--- src/rtl/instr_encoder.sv ---
// instr_encoder: assembles 32-bit MIPS instruction words from request fields.
// It writes them one per cycle into instruction memory at an auto-incrementing
// word address. It is used to preload a program while the CPU is held in reset.
// Build option: define ENC_CHECK_EN to make illegal kinds (8-15) trap into a
// sticky error state. Without it, illegal kinds are written as NOP words.
module instr_encoder #(
  parameter int ADDR_W = 5
) (
  input  logic              clk_i,
  input  logic              rst_i,
  input  logic              clear_i,
  input  logic              req_valid_i,
  output logic              req_ready_o,
  input  logic [3:0]        kind_i,
  input  logic [4:0]        rs_i,
  input  logic [4:0]        rt_i,
  input  logic [4:0]        rd_i,
  input  logic [4:0]        shamt_i,
  input  logic [5:0]        funct_i,
  input  logic [15:0]       imm_i,
  input  logic [25:0]       target_i,
  output logic              mem_we_o,
  output logic [ADDR_W-1:0] mem_addr_o,
  output logic [31:0]       mem_data_o,
  output logic [ADDR_W:0]   count_o,
  output logic              full_o,
  output logic              err_o
);

  // The pointer is one bit wider than the address, so "all words used" is a
  // distinct value and the pointer never wraps back onto address 0.
  localparam logic [ADDR_W:0] LAST_PTR = {1'b0, {ADDR_W{1'b1}}};

`ifdef ENC_CHECK_EN
  typedef enum logic [1:0] {LOAD, FULL, ERR} encState_t;
`else
  typedef enum logic [1:0] {LOAD, FULL} encState_t;
`endif

  encState_t         stateReg, stateNext;
  logic [ADDR_W:0]   ptrReg, ptrNext;
  logic [ADDR_W:0]   countReg, countNext;
  logic              memWeReg, memWeNext;
  logic [ADDR_W-1:0] memAddrReg, memAddrNext;
  logic [31:0]       memDataReg, memDataNext;
  logic [31:0]       encWord;
  logic              readyInt;
  logic              acceptFire;

  // Field assembly by instruction class; unused fields are ignored and
  // illegal classes produce an all-zero word (a NOP).
  always_comb begin
    encWord = 32'h0000_0000;
    case (kind_i)
      4'd0: encWord = {6'b000000, rs_i, rt_i, rd_i, shamt_i, funct_i};
      4'd1: encWord = {6'b001000, rs_i, rt_i, imm_i};
      4'd2: encWord = {6'b001010, rs_i, rt_i, imm_i};
      4'd3: encWord = {6'b000100, rs_i, rt_i, imm_i};
      4'd4: encWord = {6'b100011, rs_i, rt_i, imm_i};
      4'd5: encWord = {6'b101011, rs_i, rt_i, imm_i};
      4'd6: encWord = {6'b000010, target_i};
      4'd7: encWord = {6'b000011, target_i};
      default: encWord = 32'h0000_0000;
    endcase
  end

  // Ready depends only on state and reset; clear blocks the accept instead.
  assign readyInt   = !rst_i && (stateReg == LOAD);
  assign acceptFire = req_valid_i && readyInt && !clear_i;

  // Next-state logic: count follows the write strobe by one cycle, and the
  // pointer advances at accept time so back-to-back requests get new addresses.
  always_comb begin
    stateNext   = stateReg;
    ptrNext     = ptrReg;
    countNext   = countReg;
    memWeNext   = 1'b0;
    memAddrNext = memAddrReg;
    memDataNext = memDataReg;
    if (memWeReg) begin
      countNext = countReg + 1'b1;
    end
    if (clear_i) begin
      // A write already on the bus still completes, but the tally restarts.
      stateNext = LOAD;
      ptrNext   = '0;
      countNext = '0;
    end else if (acceptFire) begin
`ifdef ENC_CHECK_EN
      if (kind_i[3]) begin
        stateNext = ERR;
      end else
`endif
      begin
        memWeNext   = 1'b1;
        memAddrNext = ptrReg[ADDR_W-1:0];
        memDataNext = encWord;
        ptrNext     = ptrReg + 1'b1;
        if (ptrReg == LAST_PTR) begin
          stateNext = FULL;
        end
      end
    end
  end

  // State and output registers. Reset drops any pending write.
  always_ff @(posedge clk_i) begin
    if (rst_i) begin
      stateReg   <= LOAD;
      ptrReg     <= '0;
      countReg   <= '0;
      memWeReg   <= 1'b0;
      memAddrReg <= '0;
      memDataReg <= '0;
    end else begin
      stateReg   <= stateNext;
      ptrReg     <= ptrNext;
      countReg   <= countNext;
      memWeReg   <= memWeNext;
      memAddrReg <= memAddrNext;
      memDataReg <= memDataNext;
    end
  end

  assign req_ready_o = readyInt;
  assign mem_we_o    = memWeReg;
  assign mem_addr_o  = memAddrReg;
  assign mem_data_o  = memDataReg;
  assign count_o     = countReg;
  assign full_o      = (stateReg == FULL);
`ifdef ENC_CHECK_EN
  assign err_o       = (stateReg == ERR);
`else
  assign err_o       = 1'b0;
`endif

endmodule

--- config.mk ---
export PLATFORM = sky130hd
export DESIGN_NAME = instr_encoder
export DESIGN_NICKNAME = d
export VERILOG_FILES = /design/src/rtl/instr_encoder.sv
export SDC_FILE = /design/constraint.sdc
export NUM_CORES = 1
export LEC_CHECK = 0
export CORE_ASPECT_RATIO = 1.1
export CORE_MARGIN = 5
export CORE_UTILIZATION = 40
export DETAILED_ROUTE_END_ITERATION = 12
export PLACE_DENSITY = 0.8
export SLEW_MARGIN = 20
export SYNTH_ARGS = -nofsm -noshare
export SYNTH_HDL_FRONTEND = slang
export SYNTH_SLANG_ARGS = --single-unit
--- constraint.sdc ---
create_clock -name clk_i -period 1.88 [get_ports clk_i]
set_input_delay 0.376 -clock clk_i [delete_from_list [all_inputs] [get_ports clk_i]]
set_output_delay 0.376 -clock clk_i [all_outputs]
set_load 0.01 [all_outputs]
-- After elaboration in Yosys (flattened, before gate mapping)
Cells that the tools add are included.
- register bits after elaboration: 51
- output and inout bits: 47
- reductions and logical operators: 10
- muxes and demuxes: 2
- $add $sub $neg: 2
- equal/unequal tests: 8
- bitwise logic cells: 1
- operators by type and width (operator ; number):
    $pmux W32 S8 ; 1
    $eq A4 B3 Y1 const B ; 4
    $add A6 B1 Y6 const B ; 2
    $eq A4 B2 Y1 const B ; 2
    $eq A6 B5 Y1 const B ; 1
    $eq A4 B1 Y1 const B ; 1
    $logic_not A4 Y1 ; 1
    $reduce_and A2 Y1 ; 2
    $logic_and A1 B1 Y1 ; 3
    $logic_not A1 Y1 ; 2
    $logic_not A2 Y1 ; 1
    $reduce_or A2 Y1 ; 1
    $mux W1 ; 1
    $not A1 Y1 ; 1

-- Depth between registers and ports, before layout
- word-level depth: 5
- mapped depth: 6
- gate-level depth less buffers: 4

-- Worst setup path after synthesis
Ideal clock, no wire load.
- path kind: input port to flip-flop
- start point: in rst_i
- end point: reg ptrReg[5]
- cell stages on the path: 4
- setup time: 71 ps
- data arrival time: 1636 ps
- path slack: 173 ps
- buffers on the path: 1
- path through: or4b_1 buf_2 or4_1 a21oi_1
- longest elaborated chain between the ends: 4
- elaborated cells between the ends (all ways): 5
- classes of those cells: reduce/logical: 5
- RTL lines (what ; RTL line ; RTL):
    start: declaration ; 10 ; input logic rst_i,
    $logic_not A1 Y1 ; 68 ; assign readyInt = !rst_i && (stateReg == LOAD);
    $logic_and A1 B1 Y1 ; 68 ;
    $logic_and A1 B1 Y1 (2 in series) ; 69 ; assign acceptFire = req_valid_i && readyInt && !clear_i;
    end signal: assignment ; 117 ; ptrReg <= ptrNext;
    end: declaration ; 41 ; logic [ADDR_W:0] ptrReg, ptrNext;
Parallel ways exist; a longest one is shown, timed or not.
A chain may end at the register's enable or synchronous reset.

-- Worst setup path after layout
- start point: in req_valid_i
- end point: reg ptrReg[5]
- longest elaborated chain between the ends: 2
- RTL lines (what ; RTL line ; RTL):
    start: declaration ; 12 ; input logic req_valid_i,
    $logic_and A1 B1 Y1 (2 in series) ; 69 ;
Every way passes these cells.

==> flow_summary.json <==
{
  "status": "completed",
  "avgViaCountPerCell": 5.310,
  "die_x_um": 84.26,
  "p_seq_share_pct": 44.6,
  "ff2ff_setup_slack_ns": 0.25,
  "cts_max_path_buffers": 2,
  "cts_htree_levels": 2,
  "cp_max_fo": 7,
  "routabilityCongestion": 0.8347,
  "dp_cells": 453,
  "post-synth-top-count-cell": "dfxtp_1",
  "clk_latency_ns": 0.30,
  "initial_utilization_pct": 41.53,
  "fmax_mhz": 545.2,
  "p_sw_w": 0.0005579,
  "ir_worst_vdd_v": 0.0003771,
  "path_buf_inv": 1,
  "multi_input_area_um2": 1331,
  "first_global_vias": 2414,
  "timing.final.max_slew_violations": 0,
  "drt-total-wl_um": 7271,
  "grt.overflow.total": 0,
  "ys_types": 34,
  "syn_area_um2": 2426,
  "setup_violations": 0,
  "crit_chain": "clkdlybuf4s50_1 > or4b_4 > or4_1 > a21oi_1",
  "wl_per_cell_um": 15.74,
  "cts_tree": "built",
  "power_frac_comb_pct": 18.8,
  "area_growth_pct": 62.76,
  "critPathMaxStageDelay_ns": 0.52,
  "grt_usage_pct": 18.23,
  "ys_seq_area_share_pct": 41.26,
  "clkPwrFrac_pct": 36.5,
  "fin_cells": 462,
  "path_class": "in2reg",
  "nets": 462,
  "synth_area_per_cell_um2": 9.367,
  "synth_common_cells": "dfxtp_1 (50), nand2_1 (39), mux2i_1 (29), a211o_1 (17)",
  "nFillCells": 504,
  "cts_buffers": 5,
  "cap_violations": 0,
  "setup.worst_path.start_class": "input pin",
  "cts_hold_buffers": 0,
  "hold_viol_final": 0,
  "synth_edf_count": 0,
  "seqCellArea_um2": 1001,
  "grt_max_degree": 38,
  "cts_root_buffer": "clkbuf_8",
  "tightest_slew_ns": 0.7484,
  "worstHoldPathType": "reg2reg",
  "dp_hpwl_um": 5436,
  "relSlewSlack_pct": 50.05,
  "antenna_found_initial": 0,
  "critPathCaptureType": "flip-flop",
  "drc": 0,
  "dr.pass1.iters": 4,
  "fp.dieH_um": 91.68,
  "crit_arrival_ns": 2.07,
  "power_w": 0.002458,
  "fin_crit_ns": 1.834,
  "grt_pass1_wl_um": 11540,
  "leakage_nw": 1.573,
  "cts_sinks": 50,
  "drtIter0Drc": 50,
  "num_rows": 29,
  "layout-drive-gt1-share_pct": 8.571,
  "sw_frac_of_total_pct": 22.69,
  "power_density_nw_per_um2": 622.6,
  "ant_nets": 0,
  "crit_path_top_delay_cell": "or4b_4",
  "required_ns": 2.12,
  "rsz0062_at_grt": "no",
  "fin_util_pct": 67.59,
  "synthCells": 259,
  "port_buffers": 120,
  "synth-seq-cells": 50,
  "dieArea_um2": 7725,
  "ys_top_cells_by_area": "dfxtp_1 (41%), mux2i_1 (12%), a32o_1 (6.6%)",
  "finClkSkew_ns": 0.007026,
  "internal_power_w": 0.001900,
  "synth_top_cell_by_area": "dfxtp_1",
  "holdWs_ns": 0.4665,
  "ys_dominant_reg_cell": "dfxtp_1",
  "synth_top_area_share_pct": 41.26,
  "fin_crit_sh_pct": 97.56,
  "async_reset_ff_share_pct": 0,
  "cp_top_family": "simple AND/OR/NAND/NOR gates",
  "clk_pin_slew_ns": 0.10,
  "core_area_um2": 5842,
  "ys_warn_count": 0,
  "pin_count": 123,
  "antenna_cells": 0,
  "num_vias": 2453
}
## state kept, by name (all words and copies together) (netlist names)
signal,count
mem_we_o,1
stateReg,1
ptrReg,6
mem_data_o,31
mem_addr_o,5
count_o,6
## cells in the final DEF, fill, tap and decap left out, drive strengths merged, types with 3 or more instances in the layout
master         synthesis  final
o21a                  16     16
dfxtp                 50     50
xor2                   3      3
clkdlybuf4s50          0    118
buf                    9     19
nand4                  5      5
a32o                  16     16
xnor2                  3      3
nor2                  13     13
mux2i                 29     29
o2bb2ai               10     10
a21oi                  7      7
inv                    4      4
a211o                 17     17
nand3b                 5      5
clkbuf                12      5
nand2                 39     39
## power by group through the flow
| stage | sequential [W] | clock [W] | combinational (W) |
|---|---|---|---|
| final | 0.00110 | 0.000898 | 0.000463 |
| after global routing | 0.00110 | 0.000967 | 0.000498 |
| after CTS | 0.00110 | 0.000920 | 0.000465 |
| after detailed placement | 0.00112 | 0 | 0.000463 |
| after global placement | 0.00112 | 0 | 0.000457 |
| after floorplan | 0.00113 | 0 | 0.000180 |
## final timing paths
path	start	endpoint	cells past startpoint
setup / recovery	req_valid_i	ptrReg[5]	4
hold / removal	mem_data_o[31]	mem_data_o[31]	2
setup reg to reg	stateReg[0]	ptrReg[5]	3
hold reg to reg	mem_data_o[31]	mem_data_o[31]	2
## routing by layer
| metal | vias up | routed length [µm] | part of all wire, % | global-route usage, % |
|---|---|---|---|---|
| met2 | 92 | 3734 | 51 | 32.76 |
| met5 | - | 0 | 0 | 0 |
| met1 | 1147 | 2791 | 38 | 19.55 |
| li1 | 1212 | - | - | - |
| met4 | 0 | 40 | 0.55 | 4.826 |
| met3 | 2 | 705 | 9.7 | 7.796 |
## kinds of logic after synthesis
logic type,after synthesis,share of synthesized area (%)
AND/OR/NAND/NOR,74,14.39
AO/OA/AOI/OAI,72,24.55
flip-flops,50,41.26
multiplexers,29,11.96
buffers and inverters,25,4.486
XOR/XNOR,6,2.166
adder cells (fa/ha/maj),2,1.031
other,1,0.1546
## repair_timing
| action | in CTS | in global routing |
|---|---|---|
| resized for setup | 2 | 1 |
| setup buffers | 0 | 1 |
| endpoints found under the setup margin | 7 | 2 |
## worst min-delay path: stages (launching register included)
cell and delay, ns:
dfxtp_1 0.33, nand2_1 0.05, a21oi_1 0.05
## layout make-up
type / count / share of cell area (%)
timing repair buffer: 138 / 34.63
multi-input combinational: 185 / 33.71
inverter: 4 / 0.3802
sequential: 50 / 25.35
tap: 77 / 2.440
clock buffer: 5 / 1.743
clock inverter: 3 / 1.743
## metrics by stage
stage                     worst slack, ns  cell area (µm²)  TNS [ns]
after floorplan                    0.1735             2430         0
after global placement            -0.3378             3796    -10.55
after detailed placement          -0.3533             3799    -10.60
after CTS                         0.05716             3939         0
after global routing             0.009342             3949         0
final                             0.04587             3949         0
(Power assumes the default switching activity.)
